## src/rtl/int_arbiter_if.sv

```systemverilog
// Controller-side bundle of the interrupt arbiter: register port plus request/ack/eoi handshake.
// master = MCU controller, slave = int_arbiter.
interface int_arbiter_if;
  logic        cfg_we;
  logic [1:0]  cfg_addr;
  logic [15:0] cfg_wdata;
  logic [15:0] cfg_rdata;
  logic        int_req;
  logic [7:0]  int_vec;
  logic        int_ack;
  logic        eoi;
  logic        in_service;

  modport master (
    output cfg_we, cfg_addr, cfg_wdata, int_ack, eoi,
    input  cfg_rdata, int_req, int_vec, in_service
  );

  modport slave (
    input  cfg_we, cfg_addr, cfg_wdata, int_ack, eoi,
    output cfg_rdata, int_req, int_vec, in_service
  );
endinterface

```

## src/rtl/int_arbiter.sv

```systemverilog
// Fixed-priority interrupt controller: sync + edge-detect sources, latch pending, request the controller.
// Latency: source edge -> PEND in 3 edges, request 1 edge later; ack -> in_service in 1 edge.
// Backpressure: request held frozen until int_ack or software withdrawal; no nesting until eoi.
module int_arbiter #(
  parameter int          NUM_SRC  = 4,
  parameter logic [7:0]  VEC0     = 8'hF0,
  parameter logic [7:0]  VEC1     = 8'hAA,
  parameter logic [7:0]  VEC_BASE = 8'hB0
) (
  input  logic               clk,
  input  logic               rst,
  input  logic [NUM_SRC-1:0] irq_src,
  int_arbiter_if.slave       bus
);

  localparam int IW = (NUM_SRC > 2) ? $clog2(NUM_SRC) : 1;

  typedef enum logic [1:0] {IDLE, REQ, SERVICE} state_t;

  state_t             state;
  logic [NUM_SRC-1:0] sync1, sync2, sync3;
  logic [NUM_SRC-1:0] pend, isr, en;
  logic               ge;
  logic [IW-1:0]      win_q, win;
  logic               any_cand;
  logic               int_req_q, in_service_q;
  logic [7:0]         int_vec_q;

  logic               wr_ctrl, wr_pend, wr_set;
  logic [NUM_SRC-1:0] rise, cand, ack_clr, pend_clr, pend_set, wdata_src;
  logic               ack_take, withdraw;
  logic               unused_wdata;

  function automatic logic [7:0] vec_of(input int i);
    if (i == 0)      return VEC0;
    else if (i == 1) return VEC1;
    else             return VEC_BASE + 8'(8 * (i - 2));
  endfunction

  assign wdata_src    = bus.cfg_wdata[NUM_SRC-1:0];
  assign unused_wdata = &{1'b0, bus.cfg_wdata[14:NUM_SRC]};
  assign wr_ctrl      = bus.cfg_we && (bus.cfg_addr == 2'd0);
  assign wr_pend      = bus.cfg_we && (bus.cfg_addr == 2'd1);
  assign wr_set       = bus.cfg_we && (bus.cfg_addr == 2'd3);

  assign rise     = sync2 & ~sync3;
  assign ack_take = (state == REQ) && bus.int_ack;
  assign ack_clr  = ack_take ? (NUM_SRC'(1) << win_q) : '0;
  assign pend_clr = (wr_pend ? wdata_src : '0) | ack_clr;
  // Set terms are OR'd in after the clear so a coincident event is never lost.
  assign pend_set = rise | (wr_set ? wdata_src : '0);
  assign cand     = ge ? (pend & en) : '0;
  assign withdraw = !ge || !en[win_q] || !pend[win_q];

  always_comb begin
    win      = '0;
    any_cand = |cand;
    for (int i = NUM_SRC - 1; i >= 0; i--) begin
      if (cand[i]) win = IW'(i);
    end
  end

  always_ff @(posedge clk or negedge rst) begin
    if (!rst) begin
      sync1 <= '0;
      sync2 <= '0;
      sync3 <= '0;
      pend  <= '0;
      en    <= '0;
      ge    <= 1'b0;
    end else begin
      sync1 <= irq_src;
      sync2 <= sync1;
      sync3 <= sync2;
      pend  <= (pend & ~pend_clr) | pend_set;
      if (wr_ctrl) begin
        ge <= bus.cfg_wdata[15];
        en <= wdata_src;
      end
    end
  end

  always_ff @(posedge clk or negedge rst) begin
    if (!rst) begin
      state        <= IDLE;
      win_q        <= '0;
      int_vec_q    <= '0;
      int_req_q    <= 1'b0;
      in_service_q <= 1'b0;
      isr          <= '0;
    end else begin
      case (state)
        IDLE: begin
          if (any_cand) begin
            win_q     <= win;
            int_vec_q <= vec_of(int'(win));
            int_req_q <= 1'b1;
            state     <= REQ;
          end
        end
        REQ: begin
          if (bus.int_ack) begin
            isr          <= NUM_SRC'(1) << win_q;
            in_service_q <= 1'b1;
            int_req_q    <= 1'b0;
            state        <= SERVICE;
          end else if (withdraw) begin
            int_req_q <= 1'b0;
            state     <= IDLE;
          end
        end
        SERVICE: begin
          if (bus.eoi) begin
            isr          <= '0;
            in_service_q <= 1'b0;
            state        <= IDLE;
          end
        end
        default: state <= IDLE;
      endcase
    end
  end

  always_comb begin
    bus.cfg_rdata = '0;
    case (bus.cfg_addr)
      2'd0: begin
        bus.cfg_rdata[15]          = ge;
        bus.cfg_rdata[NUM_SRC-1:0] = en;
      end
      2'd1:    bus.cfg_rdata[NUM_SRC-1:0] = pend;
      2'd2:    bus.cfg_rdata[NUM_SRC-1:0] = isr;
      default: bus.cfg_rdata = '0;
    endcase
  end

  assign bus.int_req    = int_req_q;
  assign bus.int_vec    = int_vec_q;
  assign bus.in_service = in_service_q;

endmodule

```

## src/flat_wrapper.sv

```systemverilog
// flat-port wrapper written by rule: the top's interface ports become plain ports
module int_arbiter_flat 
#(
  parameter int          NUM_SRC  = 4,
  parameter logic [7:0]  VEC0     = 8'hF0,
  parameter logic [7:0]  VEC1     = 8'hAA,
  parameter logic [7:0]  VEC_BASE = 8'hB0
)
  (clk, rst, irq_src, bus_cfg_we, bus_cfg_addr, bus_cfg_wdata, bus_int_ack, bus_eoi, bus_cfg_rdata, bus_int_req, bus_int_vec, bus_in_service);
  int_arbiter_if bus_i ();
  input  logic clk;
  input  logic rst;
  input  logic [NUM_SRC-1:0] irq_src;
  input wire logic [$bits(bus_i.cfg_we)-1:0] bus_cfg_we;
  input wire logic [$bits(bus_i.cfg_addr)-1:0] bus_cfg_addr;
  input wire logic [$bits(bus_i.cfg_wdata)-1:0] bus_cfg_wdata;
  input wire logic [$bits(bus_i.int_ack)-1:0] bus_int_ack;
  input wire logic [$bits(bus_i.eoi)-1:0] bus_eoi;
  output wire logic [$bits(bus_i.cfg_rdata)-1:0] bus_cfg_rdata;
  output wire logic [$bits(bus_i.int_req)-1:0] bus_int_req;
  output wire logic [$bits(bus_i.int_vec)-1:0] bus_int_vec;
  output wire logic [$bits(bus_i.in_service)-1:0] bus_in_service;
  assign bus_i.cfg_we = bus_cfg_we;
  assign bus_i.cfg_addr = bus_cfg_addr;
  assign bus_i.cfg_wdata = bus_cfg_wdata;
  assign bus_i.int_ack = bus_int_ack;
  assign bus_i.eoi = bus_eoi;
  assign bus_cfg_rdata = bus_i.cfg_rdata;
  assign bus_int_req = bus_i.int_req;
  assign bus_int_vec = bus_i.int_vec;
  assign bus_in_service = bus_i.in_service;
  int_arbiter #(.NUM_SRC(NUM_SRC), .VEC0(VEC0), .VEC1(VEC1), .VEC_BASE(VEC_BASE)) u_core (.clk(clk), .rst(rst), .irq_src(irq_src), .bus(bus_i));
endmodule
```

## config.mk

```make
export PLATFORM = sky130hd
export DESIGN_NAME = int_arbiter_flat
export DESIGN_NICKNAME = d
export VERILOG_FILES = /design/src/rtl/int_arbiter_if.sv /design/src/rtl/int_arbiter.sv /design/src/flat_wrapper.sv
export SDC_FILE = /design/constraint.sdc
export NUM_CORES = 1
export LEC_CHECK = 0
export CAP_MARGIN = 20
export CORE_MARGIN = 2
export CORE_UTILIZATION = 42
export CTS_BUF_LIST = sky130_fd_sc_hd__clkbuf_4 sky130_fd_sc_hd__clkbuf_8
export DETAILED_ROUTE_END_ITERATION = 7
export PLACE_DENSITY_LB_ADDON = 0.05
export SLEW_MARGIN = 40
export SYNTH_ARGS = -nofsm -noshare
export SYNTH_HDL_FRONTEND = slang
export SYNTH_SLANG_ARGS = --single-unit
export TNS_END_PERCENT = 10
```

## constraint.sdc

```tcl
create_clock -name clk -period 1.3 [get_ports clk]
set_clock_uncertainty 0.15 [all_clocks]
set_input_delay 0.13 -clock clk [delete_from_list [all_inputs] [get_ports clk]]
set_output_delay 0.13 -clock clk [all_outputs]
set_load 0.005 [all_outputs]
```

# After elaboration in Yosys (flattened, before gate mapping)
# Cells that the tools add are included.
totals:
  inputBits: 27
  output_inout_bits: 26
  word_cells: 84
  register_bits: 39
op_classes:
  muxes: 31
  order_cmp: 1
  n_addsub: 2
  shifts: 1
  n_eq_ne: 10
  bitwise_logic: 8
  n_reduce_logical: 19
op_table:
  columns: ["op", "count"]
  rows:
  - ["$mux W4", 6]
  - ["$mux W2", 8]
  - ["$mux W8", 2]
  - ["$and A4 B4 Y4", 3]
  - ["$or A4 B4 Y4", 3]
  - ["$pmux W4 S3", 1]
  - ["$reduce_and A3 Y1", 3]
  - ["$add A8 B8 Y8 const A", 1]
  - ["$eq A2 B2 Y1 const B", 4]
  - ["$mux W1", 8]
  - ["$not A4 Y4", 2]
  - ["$pmux W4 S2", 1]
  - ["$logic_not A2 Y1", 3]
  - ["$pmux W2 S3", 1]
  - ["$bmux W1 S2", 2]
  - ["$eq A2 B1 Y1 const B", 2]
  - ["$logic_and A1 B1 Y1", 4]
  - ["$ne A2 B2 Y1 const B", 2]
  - ["$pmux W1 S2", 2]
  - ["$reduce_bool A2 Y1", 2]
  - ["$reduce_or A4 Y1", 1]
  - ["$shl A1 B2 Y4 const A", 1]
  - ["$logic_not A1 Y1", 3]
  - ["$lt A2 B3 Y1 const B", 1]
  - ["5 further kinds", 6]

# Longest topological paths before layout
depth:
  ltp_word: 10
  ltp_mapped: 5
  depth_no_buf: 4

# Worst setup path before layout
# Ideal clock, no wire load.
synth_path:
  path_kind: "register to register"
  start: "reg u_core.en[3]"
  end: "reg u_core.int_vec_q[3] (netlist: u_core.bus.int_vec[3])"
  period_less_slack_ns: 1.366
  path_buffers: 0
  path_stages_with_launch: 4
  arrival_ns: 1.082
  required_ns: 1.015
  setup_slack_ns: -0.066
  setup_time_ns: 0.135
  cell_sequence: "dfrtp_1 a22o_1 o311ai_4 o21ai_1"
synth_via:
  elab_chain_len: 10
  word_cells_on_any_way: 14
  classes_between: "add/sub (2); eq/ne (1); mux (7); bitwise (1); reduce/logical (3)"
synth_rtl:
  columns: ["element", "line_no", "rtl"]
  rows:
  - ["start, declared", "int_arbiter.sv:22", "logic [NUM_SRC-1:0] pend, isr, en;"]
  - ["start signal, assigned", "int_arbiter.sv:78", "en <= wdata_src;"]
  - ["$and A4 B4 Y4 *", "int_arbiter.sv:52", "assign cand = ge ? (pend & en) : '0;"]
  - ["$mux W4 *", "int_arbiter.sv:52", null]
  - ["$mux W2 (4 in series)", "int_arbiter.sv:59", "if (cand[i]) win = IW'(i);"]
  - ["$sub A2 B2 Y3", "int_arbiter.sv:37", "else return VEC_BASE + 8'(8 * (i - 2));"]
  - ["$add A8 B8 Y8", "int_arbiter.sv:37", null]
  - ["$mux W8", "int_arbiter.sv:36", "else if (i == 1) return VEC1;"]
  - ["$mux W8", "int_arbiter.sv:35", "if (i == 0) return VEC0;"]
  - ["end signal, assigned", "int_arbiter.sv:96", "int_vec_q <= vec_of(int'(win));"]
  - ["end, declared", "int_arbiter.sv:27", "logic [7:0] int_vec_q;"]
# Mark *: on every way between the ends. The rest lies on a longest branch, timed or not.
# A chain may end at the register's enable or synchronous reset.

# Final worst setup path
layout_path:
  start: "reg u_core.pend[3]"
  end: "out bus_cfg_rdata[3]"
layout_via:
  elab_chain_len: 1
layout_rtl:
  columns: ["element", "line_no", "rtl"]
  rows:
  - ["start, declared", "int_arbiter.sv:22", null]
  - ["start signal, assigned", "int_arbiter.sv:75", "pend <= (pend & ~pend_clr) | pend_set;"]
  - ["$pmux W4 S3", "int_arbiter.sv:126", "case (bus.cfg_addr)"]
  - ["end, declared", "flat_wrapper.sv:19", "output wire logic [$bits(bus_i.cfg_rdata)-1:0] bus_cfg_rdata;"]
# No other way between the ends.

==> results.txt <==
Fillers -> 296
Peak VDD IR -> 0.000857 V
Count of different cell masters after synthesis -> 37
Die H -> 65.6 um
Area of the core -> 0.00366 sq mm
PortBufs -> 28
DRT Pass-1 Iters -> 4
Die Wd -> 65.6 um
Post-synthesis simple-gate area fraction -> 13.3%
Final Max Tran Viols -> 0
Largest area contributor in the synthesized netlist -> dfrtp_1
Reg clk slew, reported paths -> 0.08 ns
Maxcap violations -> 0
XOR/XNOR Fraction of Synth Area -> 0%
Initial antenna violation count -> 0
Post-synthesis sequential element count -> 35
Top-count cell post-synth -> dfrtp_1
Fin crit share -> 121%
Synth top area cells -> dfrtp_1, buf_4, nand2_1
Final cell count without fillers -> 260
CTS tree -> built
Cell Rows -> 22
Area growth, synth to finish -> 45.9%
Yosys warning count -> 0
Fin. Hold Viols -> 0
Top-area cell type share of the netlist area -> 54.9%
Worst R2R Start -> u_core.pend[3]
PwrDens -> 1830 mW/mm^2
F_max -> 635 MHz
Gr ovfl total -> 0
Die area -> 0.00431 sq mm
Leakage -> 1.10 nW
Crit end category -> output port
Sequential share of the synthesized area -> 54.9%
CTS H-Tree Depth -> 2
Post-synth ARST share -> 100%
Req. time, crit path -> 1.02 ns
Adder-cell share of the synthesized area -> 0%
Synth cell count leaders -> dfrtp_1, nand2_1, buf_4, o21ai_1, nand3_1
Failing checks -> setup timing
Final Critical Period -> 1.57 ns
Gr usage total -> 20.1%
Vias in the first global route -> 1334
Worst Path Arrival -> 1.29 ns
Compound-Gate Fraction of Synth Area -> 15.5%
Initial Util -> 43.6%
Final setup vio count -> 17
TritonCTS Sinks -> 35
Dpl cells -> 242
Start point of the critical path -> u_core.pend[3]
Share of layout cells above drive strength 1 -> 30.2%
Worst Path Max Fanout -> 2
Layout Nets -> 238
Clock Tree Buf Depth -> 2
Mux cell area share after synthesis -> 6.04%
Syn_area_per_cell -> 11.0 sq um
Clock Latency Late Sink -> 0.29 ns
TritonCTS Buffers -> 5
Worst min path class -> input port to async pin
Pin count of the biggest net entering global routing -> 36
Post-route ant nets -> 0
Post-Syn Area -> 0.00160 sq mm
RSZ-0062 raised after global routing -> true
DRT Wirelength -> 3.66 mm
Main combinational cell family by area after synthesis -> compound AO/OA/AOI/OAI gates
Hpwl dp -> 2.57 mm
First-pass GRT wire length -> 6.37 mm
R2R Setup Slk -> -0.27 ns
R2r endpoint -> u_core.bus.int_vec[6]
Vias -> 1286
R2R depth -> 4
Crit Path Category -> flip-flop to output port
RD Place Congestion -> 0.848
Cells after Synth -> 145
Post-DR vias/cell -> 4.95
# diodes -> 0
Fin worst setup slack -> -0.274 ns
Outcome -> complete, but fails checks
CP startpoint kind -> flip-flop
Post-layout util -> 63.6%
CP endpoint -> bus_cfg_rdata[3]
Hold_buf cts -> 0
Main flop type after synthesis -> dfrtp_1
WL/cell -> 14.1 um
Pre-CTS WS -> -0.521 ns
1st-iter DRT viols -> 44
Post-synth EDFFs -> 0
DRC Markers -> 0
CTS Root Cell -> clkbuf_8
I/O pin total -> 53
-- kinds of logic after synthesis --
logic type	Yosys count
compound gates	34
buf+inv	26
flops	35
mux	9
other cells	1
simple gates	40
-- what timing repair did --
item	4_1_cts	5_1_grt
endpoints found under the setup margin	33	27
resized for setup	34	8
pin swaps	9	2
buffers inserted	10	0
endpoints found under the hold margin	0	0
-- layout make-up --
class                      instances  area (sq um)  area share, %
inverter                           6          22.5          0.968
timing repair buffer              67           577           24.8
tap                               48          60.1           2.58
clock inverter                     3          67.6           2.90
clock buffer                       5          68.8           2.96
multi-input combinational         96           653           28.1
sequential                        35           878           37.7
-- how the worst min path moves through the flow --
stage                     slack (ns)  cells after the start                     to            start
after floorplan                -0.32                      0  u_core.bus.in_service              rst
after global routing            0.08                      2  u_core.bus.int_vec[1]              rst
after global placement          0.19                      0        u_core.sync2[1]  u_core.sync1[1]
after CTS                       0.07                      2  u_core.bus.int_vec[1]              rst
final                           0.07                      2        u_core.win_q[1]              rst
after detailed placement        0.19                      0        u_core.sync2[2]  u_core.sync1[2]
-- layer usage --
| layer | global-route usage [%] | vias up | part of all wire (%) |
|---|---|---|---|
| met2 | 33.7 | 44 | 51 |
| met3 | 3.77 | 6 | 4.2 |
| met1 | 24.5 | 624 | 43 |
| met4 | 10.4 | 0 | 1.7 |
| li1 | - | 612 | - |
| met5 | 0 | - | 0 |
-- cell usage in the layout, fill, tap and decap left out, types with 3 or more instances in the layout --
master and n:
clkdlybuf4s50_1 13, o211ai_1 3, a21oi_1 5, nand3_1 6
inv_1 5, buf_4 34, conb_1 13, mux2_1 5
nand2_1 17, buf_6 3, dfrtp_1 33, dlygate4sd2_1 10
clkbuf_8 5, mux2i_1 4, o21ai_1 8
-- stage by stage --
stage	power, mW	area [sq um]	TNS (ns)	hold WS [ns]
global route	4.52	2330	-4.11	0.0839
CTS	4.24	2320	-3.14	0.0724
finish	4.26	2330	-2.72	0.0659
floorplan	2.22	1640	-0.381	-0.316
detailed placement	3.01	2090	-7.90	0.187
global placement	2.98	2090	-7.84	0.188
-- report_power, final --
group / leakage [nW] / internal [mW] / switching (mW)
clock network: 0.0644 / 0.765 / 0.415
registers: 0.408 / 1.35 / 0.246
logic: 0.632 / 0.848 / 0.638
total: 1.10 / 2.96 / 1.30
-- worst max-delay path: stages (launching register included) --
cell and delay (ns):
dfrtp_1 0.40, buf_4 0.14, mux2i_1 0.13, o21ai_1 0.07, dlygate4sd2_1 0.26
-- state kept, by name (all words and copies together), names as in the netlist --
register and cells:
u_core.bus.int_vec 5, u_core.en 4, u_core.isr 4, u_core.pend 4
u_core.sync1 4, u_core.sync2 4, u_core.sync3 4, u_core.state 2
u_core.bus.in_service 1, u_core.bus.int_req 1, u_core.ge 1, u_core.win_q 1
No activity file was read; power rests on OpenSTA's default activity.
